## config.mk

```make
export PLATFORM = sky130hd
export DESIGN_NAME = cbadder_inverse_serial
export DESIGN_NICKNAME = d
export VERILOG_FILES = /design/src/rtl/cbadder_pkg.sv /design/src/rtl/fsub_bit.sv /design/src/rtl/cbadder_inverse_serial.sv
export SDC_FILE = /design/constraint.sdc
export NUM_CORES = 1
export LEC_CHECK = 0
export ABC_CLOCK_PERIOD_IN_PS = 2060
export BUFFER_PORTS_ARGS = -buffer_cell sky130_fd_sc_hd__buf_2
export CORE_AREA = 2 2 50 52
export CTS_BUF_LIST = sky130_fd_sc_hd__clkbuf_4
export CTS_CLUSTER_DIAMETER = 200
export CTS_CLUSTER_SIZE = 24
export DETAILED_ROUTE_END_ITERATION = 10
export DIE_AREA = 0 0 52 54
export PLACE_DENSITY = 0.72
export SYNTH_ARGS = -nofsm -noshare
export SYNTH_HDL_FRONTEND = slang
export SYNTH_SLANG_ARGS = --single-unit
```

## constraint.sdc

```tcl
create_clock -name clk -period 2.06 [get_ports clk]
set_input_delay 0.103 -clock clk [delete_from_list [all_inputs] [get_ports clk]]
set_output_delay 0.103 -clock clk [all_outputs]
set_load 0.05 [all_outputs]
```

## src/rtl/cbadder_pkg.sv

```systemverilog
// Shared definitions for the carry-bypass adder family and its serial inverse.
package cbadder_pkg;

    localparam int CB_WIDTH = 4;

    typedef enum logic [1:0] {
        IDLE = 2'd0,
        RUN  = 2'd1,
        DONE = 2'd2
    } inv_state_t;

endpackage

```

## src/rtl/fsub_bit.sv

```systemverilog
// One-bit full subtractor: d = r - a - bin, with borrow-out.
module fsub_bit (
    input  logic r,
    input  logic a,
    input  logic bin,
    output logic d,
    output logic bout
);

    assign d    = r ^ a ^ bin;
    assign bout = (~r & a) | (~r & bin) | (a & bin);

endmodule

```

## src/rtl/cbadder_inverse_serial.sv

```systemverilog
// Bit-serial inverse of the carry-bypass adder: recovers b = {cout,sum} - a - cin
// LSB first, one bit per clock, and flags results no adder input could produce.
module cbadder_inverse_serial
    import cbadder_pkg::*;
#(
    parameter int WIDTH = CB_WIDTH
) (
    input  logic             clk,
    input  logic             rst_n,
    input  logic             in_valid,
    output logic             in_ready,
    input  logic [WIDTH-1:0] a,
    input  logic             cin,
    input  logic [WIDTH-1:0] sum,
    input  logic             cout,
    output logic             out_valid,
    input  logic             out_ready,
    output logic [WIDTH-1:0] b_out,
    output logic             err
);

    localparam int CNT_W = $clog2(WIDTH + 1);

    inv_state_t       state;
    inv_state_t       state_nxt;
    logic [WIDTH:0]   r_sh;
    logic [WIDTH:0]   a_sh;
    logic [WIDTH:0]   res;
    logic [WIDTH:0]   res_nxt;
    logic             borrow;
    logic [CNT_W-1:0] cnt;
    logic             last_bit;
    logic             d;
    logic             bout;

    fsub_bit u_fsub (
        .r    (r_sh[0]),
        .a    (a_sh[0]),
        .bin  (borrow),
        .d    (d),
        .bout (bout)
    );

    assign last_bit = (cnt == CNT_W'(WIDTH));
    assign res_nxt  = {d, res[WIDTH:1]};

    always_ff @(posedge clk or negedge rst_n) begin
        if (!rst_n) begin
            state <= IDLE;
        end else begin
            state <= state_nxt;
        end
    end

    always_comb begin
        state_nxt = state;
        unique case (state)
            IDLE:    if (in_valid) state_nxt = RUN;
            RUN:     if (last_bit) state_nxt = DONE;
            DONE:    if (out_ready) state_nxt = IDLE;
            default: state_nxt = IDLE;
        endcase
    end

    always_comb begin
        in_ready  = (state == IDLE);
        out_valid = (state == DONE);
    end

    // Operands are captured only on acceptance, so idle-time input garbage never enters state.
    always_ff @(posedge clk or negedge rst_n) begin
        if (!rst_n) begin
            r_sh   <= '0;
            a_sh   <= '0;
            res    <= '0;
            borrow <= 1'b0;
            cnt    <= '0;
            b_out  <= '0;
            err    <= 1'b0;
        end else if (state == IDLE && in_valid) begin
            r_sh   <= {cout, sum};
            a_sh   <= {1'b0, a};
            borrow <= cin;
            cnt    <= '0;
        end else if (state == RUN) begin
            res    <= res_nxt;
            r_sh   <= r_sh >> 1;
            a_sh   <= a_sh >> 1;
            borrow <= bout;
            cnt    <= cnt + 1'b1;
            if (last_bit) begin
                // A set top bit means the difference reached 2^WIDTH; a final borrow means it went negative.
                b_out <= res_nxt[WIDTH-1:0];
                err   <= d | bout;
            end
        end
    end

endmodule

```

# Yosys cells after proc, flatten, opt, wreduce, memory -nomap -nowiden

Cells that the tools add are included.
W data, S select, Z words.

Word-level logic and storage cells: 43
Bits in registers: 26
Input bits: 14
Output and inout port bits: 7

Add/sub/neg operators: 1
Equality and inequality tests: 6
Multiplexer cells: 12
Reduce and logical (&&, ||, !) cells: 6
Bitwise logic cells: 10

Operators by type and width:

| kind                  | count |
|---|---|
| $mux W5               | 4 |
| $mux W2               | 3 |
| $mux W3               | 2 |
| $pmux W2 S3           | 1 |
| $reduce_and A3 Y1     | 2 |
| $ne A2 B2 Y1 const B  | 2 |
| $add A3 B1 Y3 const B | 1 |
| $and A1 B1 Y1         | 3 |
| $eq A3 B3 Y1 const B  | 1 |
| $or A1 B1 Y1          | 3 |
| $eq A2 B1 Y1 const B  | 1 |
| $eq A2 B2 Y1 const B  | 1 |
| $logic_not A2 Y1      | 1 |
| $mux W1               | 2 |
| $ne A2 B1 Y1 const B  | 1 |
| $not A1 Y1            | 2 |
| $reduce_and A2 Y1     | 1 |
| $reduce_bool A2 Y1    | 1 |
| $xor A1 B1 Y1         | 2 |
| $logic_and A1 B1 Y1   | 1 |

# Longest topological paths before layout

Gate-level depths: netlist of the first run.

Depth in word-level cells: 6
Mapped depth: 5
Depth with buffers taken out: 5

# By module

Synthesis of the first run repeated with hierarchy kept, for this count alone.

Cell total of the unflattened synthesis: 96
Area total of the unflattened synthesis: 1,117.3 µm²

Modules (own cells, without submodules):

| module                 | seq. area each (µm²) | cells each | area each (µm²) | instances |
|---|---|---|---|---|
| cbadder_inverse_serial | 600.6                | 93         | 1,089.8         | 1 |
| fsub_bit               | 0.0                  | 3          | 27.5            | 1 |

# Worst setup path before layout of the first run

OpenSTA, ideal clock, no wires.

Kind: reg2out
From: register state[1]
To: output out_valid
Path slack: 626 ps
Cell stages (with the launch flop): 4
Required time: 1,957 ps
Arrival: 1,331 ps
Cells stage by stage: dfrtp_1 > buf_6 > clkinv_1 > nor2_1

Cells in the longest elaborated chain, start to end: 1

RTL lines:

| what                   | RTL line                     | RTL |
|---|---|---|
| from (decl)            | cbadder_inverse_serial.sv:24 | `inv_state_t state;` |
| from (signal assigned) | cbadder_inverse_serial.sv:51 | `state <= state_nxt;` |
| $eq A2 B2 Y1           | cbadder_inverse_serial.sv:67 | `out_valid = (state == DONE);` |
| to (decl)              | cbadder_inverse_serial.sv:16 | `output logic out_valid,` |

No other way between the ends.

# Worst setup path in the final report of the first run

Same ends and word-level chain as after synthesis.

==> out/results.ini, run 1 <==
[global_route]
grt-ovfl-total = 0
use_met3_pct = 2.50
grt_max_degree = 25
grt-busiest-layer = met2
antenna_found_initial = 0
track_usage_pct = 16.0
use_met2_pct = 24.9
met1_usage_pct = 21.6
grt_pass1_vias = 736
grt_pass1_wl_mm = 3.24

[critical_path]
path_delay_family = buffers and inverters
cp_cell_sequence = clkinv_1 > nor2_1 > buf_2
max_stage_delay_ns = 0.53
cp.required_ns = 1.96
startpoint = state[1]
worst-path-max-fanout = 12
crit_type = reg2out
arrival_ns = 1.60
start_kind = flip-flop
ff2ff_path_depth = 2
endpoint_kind = output pin
reg2reg_from = state[1]
cp_slowest_cell = dfrtp_1
reg2reg_to = res[2]
r2r_setup_slack_ns = 0.51
crit_buf_inv = 2

[synth]
yosysTopAreaCellShare_pct = 54.7
syn_avg_cell_area_sq_um = 11.2
synth_cells = 98
ys_ff_latch = 24
ys_seq_area_share_pct = 54.7
syn-num-nets = 115
async_reset_ff_share_pct = 100
synthFlopType = dfrtp_1
synth_edf_count = 0
syn_area_sq_mm = 0.00110
synth_area_leaders = dfrtp_1 55%, o22ai_1 9.1%, mux2_2 7.2%, o21ai_0 5.0%, a21oi_1 3.6%
yosysUniqueCellTypes = 21
synth_warnings = 0
synth_top_area_cell = dfrtp_1

[hold_path]
hp-start = a[3]
holdPathEnd = a_sh[3]
hold_depth = 3
hp-class = in2reg

[routing]
num_vias = 817
vias_per_cell = 5.52
routedWlPerCell_um = 13.1
drt_iter0_drc = 13
drt_wl_total_mm = 1.94
final_antenna_net_count = 0
post-route-drc-count = 0
dr.pass1.iters = 4

[sta]
timing.final.crit_share_pct = 82.5
fin_setup_tns_ns = 0
min_period_ns = 1.70
setup_viol = 0
slew_headroom_pct = 62.4
timing.fmax_mhz = 588
skew_ns = 0.00764
hold_violations = 0
finalMaxSlewViolations = 0
worstMarginPinSlew_ns = 0.564
rsz0062_at_grt = no

[floorplan]
num_io_pins = 21
row_count = 18
die_h_um = 54
start_util_pct = 47.3
fp.dieArea_sq_mm = 0.00281
core-area_sq_mm = 0.00232
fp.dieW_um = 52

[clock_network]
ctsRootBufferMaster = clkbuf_4
cts_buffers = 3
cts.repair.resized = 0
htreeDepth = 1
clock_latency_ns = 0.31
tritoncts = done
cts.sink_count = 24
clk_pin_slew_worst_paths_ns = 0.13
clock_path_buffers = 2

[pwr]
p_leak_nw = 0.573
power_density_mw_per_mm2 = 1630
power_mw = 2.01
ir_drop_v = 0.000833

[flow_run]
maxCapViolCount = 0

[place]
gp_congestion = 0.765
dpl.hpwl_mm = 1.39
portBuffers = 20

[outcome]
outcome = complete, no violations

[finish]
num_antenna_cells = 0
drive_gt1_share_pct = 26.3
nNetsFinal = 136
syn_to_final_growth_pct = 12.8

power by group:
part           internal, mW  total [mW]  switching, mW
combinational         0.366       0.926          0.559
clock                0.0707       0.205          0.134
sequential            0.696       0.881          0.185
total                  1.13        2.01          0.879
cell type report:
| class | count | area [sq um] |
|---|---|---|
| Timing Repair Buffer | 22 | 120 |
| Multi-Input combinational cell | 62 | 430 |
| Fill cell | 209 | 1080 |
| Tap cell | 30 | 37.5 |
| Clock buffer | 3 | 22.5 |
| Inverter | 6 | 22.5 |
| Sequential cell | 24 | 601 |
| Clock inverter | 1 | 3.75 |
worst max-delay path by stage:
stage	to	depth (start not counted)
finish	out_valid	3
global route	out_valid	3
CTS	out_valid	3
detailed placement	res[2]	2
global placement	res[1]	2
floorplan	out_valid	3
metrics by stage:
step	worst slack (ns)	utilization (%)	area (sq um)	instances	hold WS [ns]
3_5_place_dp	0.517	51.3	1190	142	0.112
6_report	0.360	53.3	1240	148	0.0135
2_1_floorplan	0.626	-	1100	98	-0.193
4_1_cts	0.349	53.3	1240	148	0.00253
3_3_place_gp	0.581	51.3	1190	142	0.103
5_1_grt	0.178	53.3	1240	148	0.0224
metal layers:
metal	vias up	part of all wire (%)
met5	-	0
met4	0	0.52
met3	2	3.7
li1	398	-
met1	399	48
met2	18	47
flip-flops by register name, indices dropped and copies added, names as in the netlist:
name    flops
r_sh        5
a_sh        4
b_out       4
res         4
cnt         3
state       2
borrow      1
err         1
cells by family after synthesis:
group	share of synthesized area (%)
flip-flops	54.7
AND/OR/NAND/NOR	7.87
multiplexers	7.18
buffers and inverters	6.04
adder cells (fa/ha/maj)	4.10
AO/OA/AOI/OAI	20.1
worst min-delay path, stage by stage:
cell	delay, ns
buf_2	0.10
nand2_1	0.04
o21ai_0	0.06
cell usage after synthesis, types with 2 or more instances:
cell / count
buf_2: 2
nand2_1: 5
inv_1: 5
o21ai_0: 11
mux2_2: 7
o22ai_1: 16
nor2_1: 3
ha_1: 2
a21oi_1: 8
nand2b_1: 3
dfrtp_1: 24
buf_4: 3
timing repair:
| item | 4_1_cts | 5_1_grt |
|---|---|---|
| buffers inserted | 0 | 0 |
| hold buffers | 2 | 0 |
| endpoints found under the hold margin | 25 | 0 |
layout by cell type (no fill, tap or decap), drive strengths merged:
| cell | synthesis | layout |
|---|---|---|
| mux2 | 7 | 7 |
| clkinv | 1 | 2 |
| o221ai | 1 | 1 |
| inv | 5 | 5 |
| o22ai | 16 | 16 |
| dfrtp | 24 | 24 |
| nand4b | 1 | 1 |
| o21ai | 11 | 11 |
| buf | 6 | 20 |
| clkbuf | 0 | 3 |
| a21oi | 8 | 8 |
| a311oi | 1 | 1 |
| nand2b | 3 | 3 |
| fa | 1 | 1 |
| nor2b | 1 | 1 |
| nor2 | 3 | 3 |
| nand2 | 5 | 5 |
| ha | 2 | 2 |
| o31ai | 1 | 1 |
| dlygate4sd3 | 0 | 2 |
| and2b | 1 | 1 |
(Power assumes the default switching activity.)
==> run 2: changes to the inputs <==
Settings changed: ABC_CLOCK_PERIOD_IN_PS 2060 to 1700.
Clock period 2.06 ns to 1.7 ns, I/O delays scaled along.
==> run 2 against run 1 <==
  * Via count rose by 0.73%
  * Utilization increased by 0.70 points
  * Routed wire length is 0.72% lower
  * Register-to-register slack lost 0.17 ns
  * Worst hold slack got worse by 0.0042 ns
  * Critical path depth unchanged
  * Global-route usage fell by 0.66 points
  * Cell count up 0.68%
  * Final area up 1.3%
  * Largest cell class unchanged
==> out/results.ini, run 2 (synthesized netlist as in run 1, its figures left out) <==
[critical_path]
cp_slowest_cell = dfrtp_2
cp.required_ns = 1.62
cp_cell_sequence = clkinvlp_4 > nor2_1 > buf_2
crit_type = reg2out
reg2reg_from = state[1]
endpoint_kind = output pin
ff2ff_path_depth = 4
reg2reg_to = borrow
arrival_ns = 1.39
r2r_setup_slack_ns = 0.34
crit_buf_inv = 2
startpoint = state[1]
worst-path-max-fanout = 12
max_stage_delay_ns = 0.49
start_kind = flip-flop
path_delay_family = flip-flops

[global_route]
track_usage_pct = 15.4
grt_max_degree = 25
grt_pass1_wl_mm = 3.16
antenna_found_initial = 0
grt_pass1_vias = 725
grt-ovfl-total = 0

[finish]
largest_register_ffs = 5
syn_to_final_growth_pct = 14.3
finalNonFillerCells = 149
num_antenna_cells = 0
fin_area_sq_mm = 0.00125
drive_gt1_share_pct = 29.4
nNetsFinal = 138
layout_common_cells = 23 x dfrtp_1, 20 x buf_2, 16 x o22ai_1
regMostFlops = r_sh
final_common_cell = dfrtp_1

[clock_network]
cts.sink_count = 24
postCtsSetupBuffers = 0
clock_latency_ns = 0.30
clock_path_buffers = 2
ctsRootBufferMaster = clkbuf_4
tritoncts = done
cts_buffers = 3
clk_pin_slew_worst_paths_ns = 0.12
htreeDepth = 1

[routing]
num_vias = 823
drt_iter0_drc = 18
post-route-drc-count = 0
routedWlPerCell_um = 12.9
vias_per_cell = 5.52
final_antenna_net_count = 0
dr.pass1.iters = 4
drt_wl_total_mm = 1.93

[sta]
fin_setup_tns_ns = 0
timing.fmax_mhz = 676
skew_ns = 0.00227
min_period_ns = 1.48
hold_violations = 0
whs_ns = 0.00928
worstMarginPinSlew_ns = 0.520
setup_viol = 0
finalMaxSlewViolations = 0
rsz0062_at_grt = no
timing.final.crit_share_pct = 87.0
slew_headroom_pct = 65.3

[place]
place_inst = 144
dpl.hpwl_mm = 1.42
gp_congestion = 0.745
portBuffers = 20
dpl_cell_area_sq_mm = 0.00121

[hold_path]
hp-class = in2reg
hold_depth = 3
holdPathEnd = r_sh[4]
hp-start = cout

[pwr]
p_seq_share_pct = 42.5
swShare_pct = 43.3
ir_drop_v = 0.000933
power_frac_clock_pct = 9.6
power_density_mw_per_mm2 = 1970
intPower_mw = 1.40
switchingPower_mw = 1.07
p_leak_nw = 0.579
p_comb_share_pct = 48.0

[floorplan]
core-area_sq_mm = 0.00232
row_count = 18
num_io_pins = 21
start_util_pct = 47.3
fp.dieW_um = 52
fp.dieArea_sq_mm = 0.00281
die_h_um = 54

[flow_run]
maxCapViolCount = 0

[outcome]
outcome = complete, no violations

## run 2: cell count changes in the layout (fill, tap and decap cells not counted)
cell	delta
buf_4	+2
clkinv_1	-2
clkinvlp_4	+1
dfrtp_1	-1
dfrtp_2	+1
## run 2: worst max-delay path by stage
stage	end	slack, ns	cells after the start
floorplan	out_valid	0.28	3
global placement	r_sh[2]	0.40	4
detailed placement	r_sh[2]	0.34	4
CTS	out_valid	0.03	3
global route	out_valid	0.10	3
finish	out_valid	0.22	3
## run 2: worst min-delay path: stages
cell	delay, ns
buf_2	0.10
nand2_1	0.04
o21ai_0	0.06
## run 2: metrics by stage
stage	setup slack [ns]	util (%)	power (mW)
2_1_floorplan	0.284	-	2.01
3_3_place_gp	0.399	52.0	2.20
3_5_place_dp	0.340	52.0	2.25
4_1_cts	0.0314	53.8	2.49
5_1_grt	0.103	54.0	2.69
6_report	0.221	54.0	2.47
## run 2: final cells by class
cell class | instances | area [sq um]
fillers | 198 | 1070
well taps | 30 | 37.5
flip-flops and latches | 24 | 602
repair buffers | 24 | 135
inverters | 6 | 26.3
multi-input cells | 62 | 430
clock buffers | 3 | 22.5
## run 2: layer usage
metal / up-vias / global-route usage [%] / share of wire (%) / wire, um
met5: - / 0 / 0 / 0
met4: 0 / 6.58 / 0.62 / 12
met3: 2 / 2.78 / 5.2 / 100
met2: 30 / 22.8 / 48 / 918
met1: 387 / 22.0 / 46 / 894
li1: 404 / - / - / -
## run 2: timing repair
item,CTS,global route
setup endpoints to repair,0,1
endpoints found under the hold margin,25,0
gates resized for setup,0,2
hold buffers,2,0
## run 2: power groups by stage
stage | sequential (mW) | combinational, mW | clock (mW)
3_5_place_dp | 1.06 | 1.19 | 0
6_report | 1.05 | 1.19 | 0.236
4_1_cts | 1.05 | 1.19 | 0.247
5_1_grt | 1.10 | 1.33 | 0.266
2_1_floorplan | 1.21 | 0.800 | 0
3_3_place_gp | 1.05 | 1.16 | 0
